### src/rtl/sram_pkg.sv
// Shared constants and FSM state type for the packet-buffer SRAM read path.
package sram_pkg;

  localparam int ADDR_W = 14;
  localparam int DATA_W = 16;
  localparam int LEN_W  = 8;

  typedef enum logic [1:0] {
    RD_IDLE  = 2'd0,
    RD_ISSUE = 2'd1,
    RD_DRAIN = 2'd2
  } rd_state_e;

endpackage

### src/rtl/sram_rd_fifo.sv
// Small synchronous skid FIFO holding captured SRAM words plus their last flag.
module sram_rd_fifo #(
  parameter int DEPTH = 4,
  parameter int WIDTH = 17
) (
  input  logic                     clk,
  input  logic                     rst_n,
  input  logic                     push,
  input  logic [WIDTH-1:0]         push_data,
  input  logic                     pop,
  output logic [WIDTH-1:0]         head,
  output logic                     empty,
  output logic [$clog2(DEPTH):0]   count
);

  localparam int PW = (DEPTH > 1) ? $clog2(DEPTH) : 1;
  localparam int CW = $clog2(DEPTH) + 1;

  logic [WIDTH-1:0] mem_r [DEPTH];
  logic [PW-1:0]    wr_ptr_r;
  logic [PW-1:0]    rd_ptr_r;
  logic [CW-1:0]    count_r;
  logic             pop_ok_s;

  function automatic logic [PW-1:0] ptr_inc(input logic [PW-1:0] p);
    return (p == PW'(DEPTH - 1)) ? '0 : p + PW'(1);
  endfunction

  assign pop_ok_s = pop && (count_r != CW'(0));
  assign head     = mem_r[rd_ptr_r];
  assign empty    = (count_r == CW'(0));
  assign count    = count_r;

  // Storage, pointers and occupancy; memory cleared so the head reads zero after reset.
  always_ff @(posedge clk or negedge rst_n) begin
    if (!rst_n) begin
      for (int i = 0; i < DEPTH; i++) begin
        mem_r[i] <= '0;
      end
      wr_ptr_r <= '0;
      rd_ptr_r <= '0;
      count_r  <= '0;
    end else begin
      if (push) begin
        mem_r[wr_ptr_r] <= push_data;
        wr_ptr_r        <= ptr_inc(wr_ptr_r);
      end
      if (pop_ok_s) begin
        rd_ptr_r <= ptr_inc(rd_ptr_r);
      end
      count_r <= count_r + CW'(push) - CW'(pop_ok_s);
    end
  end

endmodule

### src/rtl/sram_burst_reader.sv
// Burst read initiator for the packet-buffer SRAM: issues credited reads and streams words out.
// Optional macro SRAM_RD_STATS_EN adds saturating stat_words / stat_stalls counters.
module sram_burst_reader
  import sram_pkg::*;
#(
  parameter int FIFO_DEPTH = 4
) (
  input  logic              clk,
  input  logic              rst_n,
  input  logic              req_valid,
  output logic              req_ready,
  input  logic [ADDR_W-1:0] req_addr,
  input  logic [LEN_W-1:0]  req_len,
  output logic              sram_rd_en,
  output logic [ADDR_W-1:0] sram_rd_addr,
  input  logic [DATA_W-1:0] sram_dout,
  output logic              out_valid,
  input  logic              out_ready,
  output logic [DATA_W-1:0] out_data,
  output logic              out_last,
  output logic              busy
`ifdef SRAM_RD_STATS_EN
  ,
  output logic [31:0]       stat_words,
  output logic [31:0]       stat_stalls
`endif
);

  localparam int CW = $clog2(FIFO_DEPTH) + 1;

  rd_state_e         state_r;
  rd_state_e         state_s;
  logic [ADDR_W-1:0] next_addr_r;
  logic [ADDR_W-1:0] rd_addr_r;
  logic [LEN_W-1:0]  rem_r;
  logic [CW-1:0]     inflight_r;
  logic              rd_en_r;
  logic              rd_last_r;
  logic              cap_en_r;
  logic              cap_last_r;
  logic              busy_r;
  logic              req_ready_r;
  logic [CW-1:0]     fifo_count_s;
  logic              fifo_empty_s;
  logic [DATA_W:0]   head_s;
  logic              start_s;
  logic              credit_s;
  logic              issue_s;
  logic              pop_s;

  assign start_s  = req_valid && req_ready_r && (req_len != LEN_W'(0));
  // Reads still in the SRAM pipeline count against FIFO space so a capture can never overflow.
  assign credit_s = ({1'b0, fifo_count_s} + {1'b0, inflight_r}) < (CW+1)'(FIFO_DEPTH);
  assign issue_s  = (state_r == RD_ISSUE) && (rem_r != LEN_W'(0)) && credit_s;
  assign pop_s    = out_valid && out_ready;

  assign req_ready    = req_ready_r;
  assign busy         = busy_r;
  assign sram_rd_en   = rd_en_r;
  assign sram_rd_addr = rd_addr_r;
  assign out_valid    = !fifo_empty_s;
  assign out_data     = head_s[DATA_W-1:0];
  assign out_last     = head_s[DATA_W];

  // Next-state logic for the burst FSM.
  always_comb begin
    state_s = state_r;
    case (state_r)
      RD_IDLE: begin
        if (start_s) state_s = RD_ISSUE;
        else         state_s = RD_IDLE;
      end
      RD_ISSUE: begin
        if ((rem_r == LEN_W'(0)) || (issue_s && (rem_r == LEN_W'(1)))) state_s = RD_DRAIN;
        else                                                           state_s = RD_ISSUE;
      end
      RD_DRAIN: begin
        if (pop_s && out_last) state_s = RD_IDLE;
        else                   state_s = RD_DRAIN;
      end
      default: state_s = RD_IDLE;
    endcase
  end

  // State register with registered busy / req_ready derived from the next state.
  always_ff @(posedge clk or negedge rst_n) begin
    if (!rst_n) begin
      state_r     <= RD_IDLE;
      busy_r      <= 1'b0;
      req_ready_r <= 1'b1;
    end else begin
      state_r     <= state_s;
      busy_r      <= (state_s != RD_IDLE);
      req_ready_r <= (state_s == RD_IDLE);
    end
  end

  // Read issue: the accepted request launches the first read directly, later reads wait for credit.
  always_ff @(posedge clk or negedge rst_n) begin
    if (!rst_n) begin
      rd_en_r     <= 1'b0;
      rd_last_r   <= 1'b0;
      rd_addr_r   <= '0;
      next_addr_r <= '0;
      rem_r       <= '0;
      cap_en_r    <= 1'b0;
      cap_last_r  <= 1'b0;
      inflight_r  <= '0;
    end else begin
      if (start_s) begin
        rd_en_r     <= 1'b1;
        rd_last_r   <= (req_len == LEN_W'(1));
        rd_addr_r   <= req_addr;
        next_addr_r <= req_addr + ADDR_W'(1);
        rem_r       <= req_len - LEN_W'(1);
      end else if (issue_s) begin
        rd_en_r     <= 1'b1;
        rd_last_r   <= (rem_r == LEN_W'(1));
        rd_addr_r   <= next_addr_r;
        next_addr_r <= next_addr_r + ADDR_W'(1);
        rem_r       <= rem_r - LEN_W'(1);
      end else begin
        rd_en_r     <= 1'b0;
        rd_last_r   <= 1'b0;
      end
      cap_en_r   <= rd_en_r;
      cap_last_r <= rd_last_r;
      inflight_r <= inflight_r + CW'(start_s || issue_s) - CW'(cap_en_r);
    end
  end

  sram_rd_fifo #(
    .DEPTH (FIFO_DEPTH),
    .WIDTH (DATA_W + 1)
  ) u_fifo (
    .clk       (clk),
    .rst_n     (rst_n),
    .push      (cap_en_r),
    .push_data ({cap_last_r, sram_dout}),
    .pop       (pop_s),
    .head      (head_s),
    .empty     (fifo_empty_s),
    .count     (fifo_count_s)
  );

`ifdef SRAM_RD_STATS_EN
  logic [31:0] words_r;
  logic [31:0] stalls_r;

  // Saturating handshake and stall counters.
  always_ff @(posedge clk or negedge rst_n) begin
    if (!rst_n) begin
      words_r  <= 32'd0;
      stalls_r <= 32'd0;
    end else begin
      if (pop_s && (words_r != 32'hFFFF_FFFF)) words_r <= words_r + 32'd1;
      if (out_valid && !out_ready && (stalls_r != 32'hFFFF_FFFF)) stalls_r <= stalls_r + 32'd1;
    end
  end

  assign stat_words  = words_r;
  assign stat_stalls = stalls_r;
`endif

endmodule

### config.mk
export PLATFORM = sky130hd
export DESIGN_NAME = sram_burst_reader
export DESIGN_NICKNAME = d
export VERILOG_FILES = /design/src/rtl/sram_pkg.sv /design/src/rtl/sram_rd_fifo.sv /design/src/rtl/sram_burst_reader.sv
export SDC_FILE = /design/constraint.sdc
export NUM_CORES = 1
export LEC_CHECK = 0
export ABC_AREA = 1
export CAP_MARGIN = 20
export CORE_AREA = 2 2 108 110
export CTS_BUF_LIST = sky130_fd_sc_hd__clkbuf_16
export DETAILED_ROUTE_END_ITERATION = 8
export DIE_AREA = 0 0 110 112
export GPL_TIMING_DRIVEN = 1
export PLACE_DENSITY = 0.76
export SYNTH_ARGS = -nofsm -noshare
export SYNTH_HDL_FRONTEND = slang
export SYNTH_SLANG_ARGS = --single-unit
### constraint.sdc
create_clock -name clk -period 3.2 [get_ports clk]
set_input_delay 0.64 -clock clk [delete_from_list [all_inputs] [get_ports clk]]
set_output_delay 0.64 -clock clk [all_outputs]
set_load 0.02 [all_outputs]
==> summary.txt, run 1 <==
Place
  – Post-DP HPWL: between 9000 and 10000 um
  – RD Place Congestion: 0.918
  – Port bufs: 76

Logic synthesis
  – Synth Cell Area: ~6000 um^2
  – Syn_area_per_cell: 8.30 um^2
  – Synth warn: 0
  – Top-area cell type share of the netlist area: 50.8%
  – Synth area leader: dfrtp_1
  – Post-synthesis sequential area ratio: 51.2%
  – Syn Nets: approximately 780
  – Gate Count Post-Synth: about 700
  – Yosys reg bits: around 120
  – Synth cell types: 36
  – Synth area leaders: dfrtp_1 (51%), nand2_1 (11%), o21ai_0 (9.7%)

Clocking
  – CTS Buffer Depth: 2
  – Postcts setup bufs: 0
  – Clk_lat worst skew: 0.42 ns
  – Htree depth: 4
  – Number of gates resized after CTS: 0
  – Hold buffer count at cts: 0
  – # clock sinks: 122
  – Root buf cell: clkbuf_16
  – CTS tree: yes
  – CTS buffer count: 17
  – CTS clock-pin slew for the worst setup and hold paths: about 0.060 ns

Final layout
  – P&R area growth vs syn: 26.3%
  – Storage cell area: 3050 um^2
  – Area of the multi-input gates: 2520 um^2
  – Diode count: 0
  – Util after Layout: 67.4%
  – # fillers: 880
  – Final #Nets: between 800 and 900
  – Fraction of layout cells with a size suffix above 1: 8.16%

Critical path
  – CP startpoint: u_fifo.rd_ptr_r[0]$_DFFE_PN0P_
  – CP max-delay cell: clkdlybuf4s50_1
  – Worst EP required: 2.56 ns
  – CP Cell Sequence: inv_1 -> buf_4 -> o21ai_0 -> o22ai_1 -> clkdlybuf4s50_1
  – CP Class: reg2out
  – Critical path peak fanout: 15
  – Crit path launch type: flop
  – Critical path data arrival time: 2.29 ns
  – Crit path buffers/inverters: 3
  – Crit Reg-Reg Startpoint: rem_r[0]$_DFFE_PN0P_
  – CP top delay family: buffers and inverters
  – CP endpoint kind: output pin
  – Crit-path max cell delay: 0.63 ns
  – R2r setup slk: 0.57 ns

Routing
  – Residual DRC: 0
  – Routed WL: 14300 um
  – Vias/cell: 5.46
  – Routed wire per std cell: about 15 um
  – Vias after detailed routing: 5199
  – Initial DRC count: 529
  – Final ANT Viol Nets: 0
  – First-pass DRT Iterations: 5

Global routing
  – Vias in the first global route: 5194
  – First-pass GRT wire length: 24000 um
  – Tot GR Track Use: 25.1%
  – Largest net degree at the start of global routing: 70
  – Initial antenna violation count: 0
  – Global route total overflow: 0

Power and ir drop
  – Cell Pwr Density: 1130 nW/um^2
  – Peak supply drop: around 0.7 mV
  – Leak: 3.58 nW

STA
  – RSZ-0062 raised after global routing: false
  – Final period utilization: 91.5%
  – Post-route minimum period: 2.93 ns
  – Worst hold slack: about 0.34 ns
  – Final hold violation count: 0
  – Setup_tns: 0 ns
  – FMAX: 0.342 GHz
  – Final setup viols: 0
  – Worst Tran Pin Value: between 1 and 1.5 ns
  – Final Max Slew Viols: 0
  – Slew margin rel.: 28.5%
  – Final Skew: 0.00613 ns

Floorplan
  – Io pins: a little under 80
  – Die width: ~110 um
  – FP Rows: 39
  – Die Ht: between 100 and 150 um
  – Core footprint: ~11000 um^2
  – Initial Util: between 50% and 60%
  – Die area: 12300 um^2

Status
  – Status: completed

Flow run
  – Max Cap Viol: 0

Worst hold path
  – Worst Hold Class: in2async
[final cells by class]
| type | count | share of cell area [%] |
|---|---|---|
| timing repair buffer | 91 | 12.3 |
| multi-input combinational | 502 | 33.5 |
| tap | 143 | 2.37 |
| sequential | 122 | 40.5 |
| clock buffer | 17 | 5.65 |
| clock inverter | 15 | 2.66 |
| inverter | 62 | 3.09 |
[cells in the mapped netlist]
master      n
a21boi_1    1
a21oi_1     2
a31oi_1     2
buf_1       1
buf_2       6
buf_4       1
buf_6       3
clkbuf_1   22
dfrtp_1   121
dfstp_2     1
fa_1        2
ha_1       16
inv_1      58
inv_2       4
mux2_2      1
nand2_1   179
nand2_2     4
nand3_1    37
nand4_1    10
nor2_1     70
nor2_2      5
nor2_4      1
nor2_8      1
nor3_1      3
o211ai_1    7
o21a_1      1
o21ai_0   116
o21ai_1     9
o21ai_4     1
o21bai_1    1
o221ai_1    2
o22ai_1    17
o311ai_0    1
o31ai_1     1
xnor2_1     4
xor2_1      8
[registers in the layout, summed over array words and instances (netlist names)]
| signal | cells |
|---|---|
| u_fifo.mem_r | 68 |
| cap_last_r | 1 |
| rd_last_r | 1 |
| cap_en_r | 1 |
| rem_r | 8 |
| sram_rd_addr | 14 |
| u_fifo.rd_ptr_r | 2 |
| busy | 1 |
| req_ready | 1 |
| u_fifo.count | 3 |
| inflight_r | 3 |
| state_r | 2 |
| u_fifo.wr_ptr_r | 2 |
| sram_rd_en | 1 |
| next_addr_r | 14 |
[placed cells by master, fill, tap and decap left out, drive strengths merged]
| cell type | count |
|---|---|
| o21a | 1 |
| bufinv | 4 |
| ha | 16 |
| inv | 63 |
| nand4 | 10 |
| o22ai | 17 |
| xnor2 | 4 |
| clkinv | 6 |
| a31oi | 2 |
| clkdlybuf4s50 | 75 |
| buf | 16 |
| fa | 2 |
| a21boi | 1 |
| dfstp | 1 |
| a21oi | 2 |
| o21bai | 1 |
| dfrtp | 121 |
| o21ai | 126 |
| nor2 | 77 |
| clkinvlp | 4 |
| xor2 | 8 |
| o211ai | 7 |
| mux2 | 1 |
| o311ai | 1 |
| o31ai | 1 |
| nand3 | 37 |
| nand2 | 183 |
| nor3 | 3 |
| clkbuf | 17 |
| o221ai | 2 |
[cells by family after synthesis]
family / share of synthesized area [%]
XOR/XNOR: 1.76
buffers and inverters: 6.54
AND/OR/NAND/NOR: 21.5
flip-flops: 51.2
multiplexers: 0.189
adder cells (fa/ha/maj): 4.03
AO/OA/AOI/OAI: 14.7
[metal layers]
layer  track usage (%)  vias to the layer above  part of all wire [%]
met5                 0                        -                     0
met2              42.2                      180                    50
met4              7.34                        0                   1.2
met1              31.8                     2490                    43
li1                  -                     2508                     -
met3              6.09                       21                   5.5
[through the flow]
stage	total power, mW	setup slack (ns)	area, um^2	std cells
6_report	8.52	0.272	7540	952
5_1_grt	9.15	0.165	7540	952
4_1_cts	8.51	0.274	7480	950
3_5_place_dp	6.43	0.0460	6860	918
3_3_place_gp	6.23	0.171	6860	918
2_1_floorplan	5.15	0.390	5970	719
[worst paths after layout]
kind	to	cells after the start
min	u_fifo.mem_r[0]$_DFFE_PN0P_	1
min in group clk	cap_last_r$_DFF_PN0_	0
max reg2reg	inflight_r[2]$_DFF_PN0_	12
max in group asynchronous	sram_rd_addr[0]$_DFFE_PN0P_	2
max	out_data[0]	5
min reg2reg	cap_last_r$_DFF_PN0_	0
[report_power, final]
part / internal [mW] / switching (mW)
Clock: 1.30 / 0.717
Sequential: 2.27 / 0.428
Combinational: 1.52 / 2.28
No activity file was read; power rests on OpenSTA's default activity.
==> run 2, diff against run 1 <==
MAX_ROUTING_LAYER = met4   (was default)
==> run 2 against run 1 <==
Worst hold slack worse by 0.12 ns; combinational power hardly changed; sequential cell count stayed put; power is 0.90% lower; highest routed layer unchanged; core utilization is 0.089 points higher; count of clock-buffer cells in the layout stayed put; largest power group unchanged.
==> summary.txt, run 2 (synthesis gave the netlist of run 1 again) <==
Clocking
  – CTS Buffer Depth: 2 (unchanged)
  – Clk_lat worst skew: 0.41 ns (about the same)
  – Htree depth: 4 (unchanged)
  – Postcts setup bufs: 0 (unchanged)
  – # clock sinks: 122 (unchanged)
  – CTS buffer count: 17 (unchanged)
  – Root buf cell: clkbuf_16
  – CTS clock-pin slew for the worst setup and hold paths: 0.05 ns (about the same)
  – Number of gates resized after CTS: 0 (unchanged)
  – Hold buffer count at cts: 0 (unchanged)
  – CTS tree: yes

Critical path
  – CP endpoint kind: output pin
  – CP max-delay cell: clkdlybuf4s50_1
  – Crit path launch type: flop
  – CP Class: reg2out
  – R2r setup slk: 0.55 ns (-0.02 ns)
  – R2R depth: 12 (unchanged)
  – Critical path data arrival time: 2.26 ns (-0.03 ns)
  – CP Cell Sequence: inv_1 -> buf_4 -> o21ai_0 -> o22ai_1 -> clkdlybuf4s50_1
  – CP startpoint: u_fifo.rd_ptr_r[0]$_DFFE_PN0P_
  – Crit path buffers/inverters: 3 (unchanged)
  – CP top delay family: buffers and inverters
  – Critical path peak fanout: 12 (-3)
  – Reg-to-reg endpoint: inflight_r[2]$_DFF_PN0_
  – Crit-path max cell delay: 0.65 ns (+0.02 ns)
  – Worst EP required: 2.56 ns (about the same)
  – Crit Reg-Reg Startpoint: rem_r[0]$_DFFE_PN0P_

Final layout
  – Max reg flops: 68 (unchanged)
  – Reg with most FFs: u_fifo.mem_r
  – Final #Nets: 857 (+0.12%)
  – P&R area growth vs syn: 26.5%
  – Fraction of layout cells with a size suffix above 1: 7.55% (-0.61 points)
  – Diode count: 0 (unchanged)
  – Commonest cells after routing, fill and taps aside: nand2_1 (179), dfrtp_1 (121), o21ai_0 (116), clkdlybuf4s50_1 (75), nor2_1 (70)
  – Commonest non-fill, non-tap cell in the layout: nand2_1
  – Layout Cells excl Fill: 951 (-0.11%)

Floorplan
  – Die Ht: 112 um (unchanged)
  – Io pins: 77 (unchanged)
  – FP Rows: 39 (unchanged)
  – Core footprint: 11200 um^2 (unchanged)
  – Initial Util: 53.4% (unchanged)
  – Die area: 12300 um^2 (unchanged)
  – Die width: 110 um (unchanged)

Global routing
  – First-pass GRT wire length: 23800 um (-1.1%)
  – Largest net degree at the start of global routing: 84 (+20%)
  – Global route total overflow: 0 (unchanged)
  – Vias in the first global route: 5132 (-1.2%)
  – Initial antenna violation count: 0 (unchanged)
  – Tot GR Track Use: 25.3% (+0.24 points)

Power and ir drop
  – Cell Pwr Density: 1120 nW/um^2 (-1.0%)
  – Peak supply drop: 0.721 mV (+4.4%)
  – Leak: 3.61 nW (+0.75%)

Place
  – Post-DP HPWL: 9030 um (-1.2%)
  – Setup slack at placement: 0.0311 ns (-0.0149 ns)
  – RD Place Congestion: 0.910 (-0.84%)
  – Dpl cells: 917 (-0.11%)
  – Port bufs: 76 (unchanged)

Routing
  – Vias after detailed routing: 5207 (+0.15%)
  – Vias/cell: 5.48 (+0.26%)
  – Final ANT Viol Nets: 0 (unchanged)
  – First-pass DRT Iterations: 8 (+3)
  – Routed wire per std cell: 15.0 um (-0.57%)
  – Residual DRC: 0 (unchanged)
  – Routed WL: 14200 um (-0.68%)
  – Initial DRC count: 450 (-15%)

Worst hold path
  – Worst Hold Class: in2async

STA
  – Worst Tran Pin Value: 0.615 ns (-0.454 ns)
  – RSZ-0062 raised after global routing: false
  – PnR worst setup slack: 0.297 ns (+0.0248 ns)
  – FMAX: 0.344 GHz (+0.86%)
  – Post-route minimum period: 2.90 ns (-0.0248 ns)
  – Final setup viols: 0 (unchanged)
  – Final period utilization: 90.7% (-0.78 points)
  – Slew margin rel.: 58.9% (+30 points)
  – Final Max Slew Viols: 0 (unchanged)
  – Final Skew: 0.00974 ns (+0.00361 ns)
  – Final hold violation count: 0 (unchanged)
  – Setup_tns: 0 ns (unchanged)

Flow run
  – Max Cap Viol: 0 (unchanged)

Status
  – Status: completed
## run 2: cell count changes in the layout (fill, tap and decap cells not counted), sizes merged
| cell | before | now |
|---|---|---|
| clkinvlp | 4 | 1 |
| buf | 16 | 17 |
| clkinv | 6 | 5 |
| inv | 63 | 65 |
## run 2: worst max path at each step
stage,end,cells past startpoint
CTS,out_data[13],5
detailed placement,next_addr_r[10]$_DFFE_PN0P_,14
finish,out_data[13],5
floorplan,inflight_r[2]$_DFF_PN0_,13
global placement,next_addr_r[10]$_DFFE_PN0P_,14
global route,out_data[13],5
## run 2: layout make-up
type	instances	area, um^2
Fill cell	885	3630
Clock buffer	17	425
Timing Repair Buffer	92	971
Sequential cell	122	3050
Inverter	62	233
Multi-Input combinational cell	502	2520
Tap cell	143	179
Clock inverter	13	163
## run 2: through the flow
stage | hold slack [ns] | power (mW) | instance area, um^2 | utilization, %
6_report | 0.217 | 8.44 | 7550 | 67.5
5_1_grt | 0.251 | 9.10 | 7550 | 67.5
4_1_cts | 0.227 | 8.40 | 7440 | 66.5
3_5_place_dp | 0.350 | 6.42 | 6850 | 61.3
3_3_place_gp | 0.334 | 6.24 | 6850 | 61.3
2_1_floorplan | 0.331 | 5.15 | 5970 | -
## run 2: routing by layer
metal | share of wire (%) | global-route usage, % | vias to the layer above
li1 | - | - | 2510
met1 | 43 | 31.3 | 2490
met2 | 51 | 41.4 | 193
met3 | 5.7 | 5.80 | 14
met4 | 1.1 | 7.17 | 0
met5 | 0 | - | -
## run 2: power breakdown
group | internal [mW] | switching, mW | total [mW]
logic | 1.55 | 2.28 | 3.83
registers | 2.27 | 0.427 | 2.70
clock network | 1.27 | 0.639 | 1.91
total | 5.10 | 3.35 | 8.44
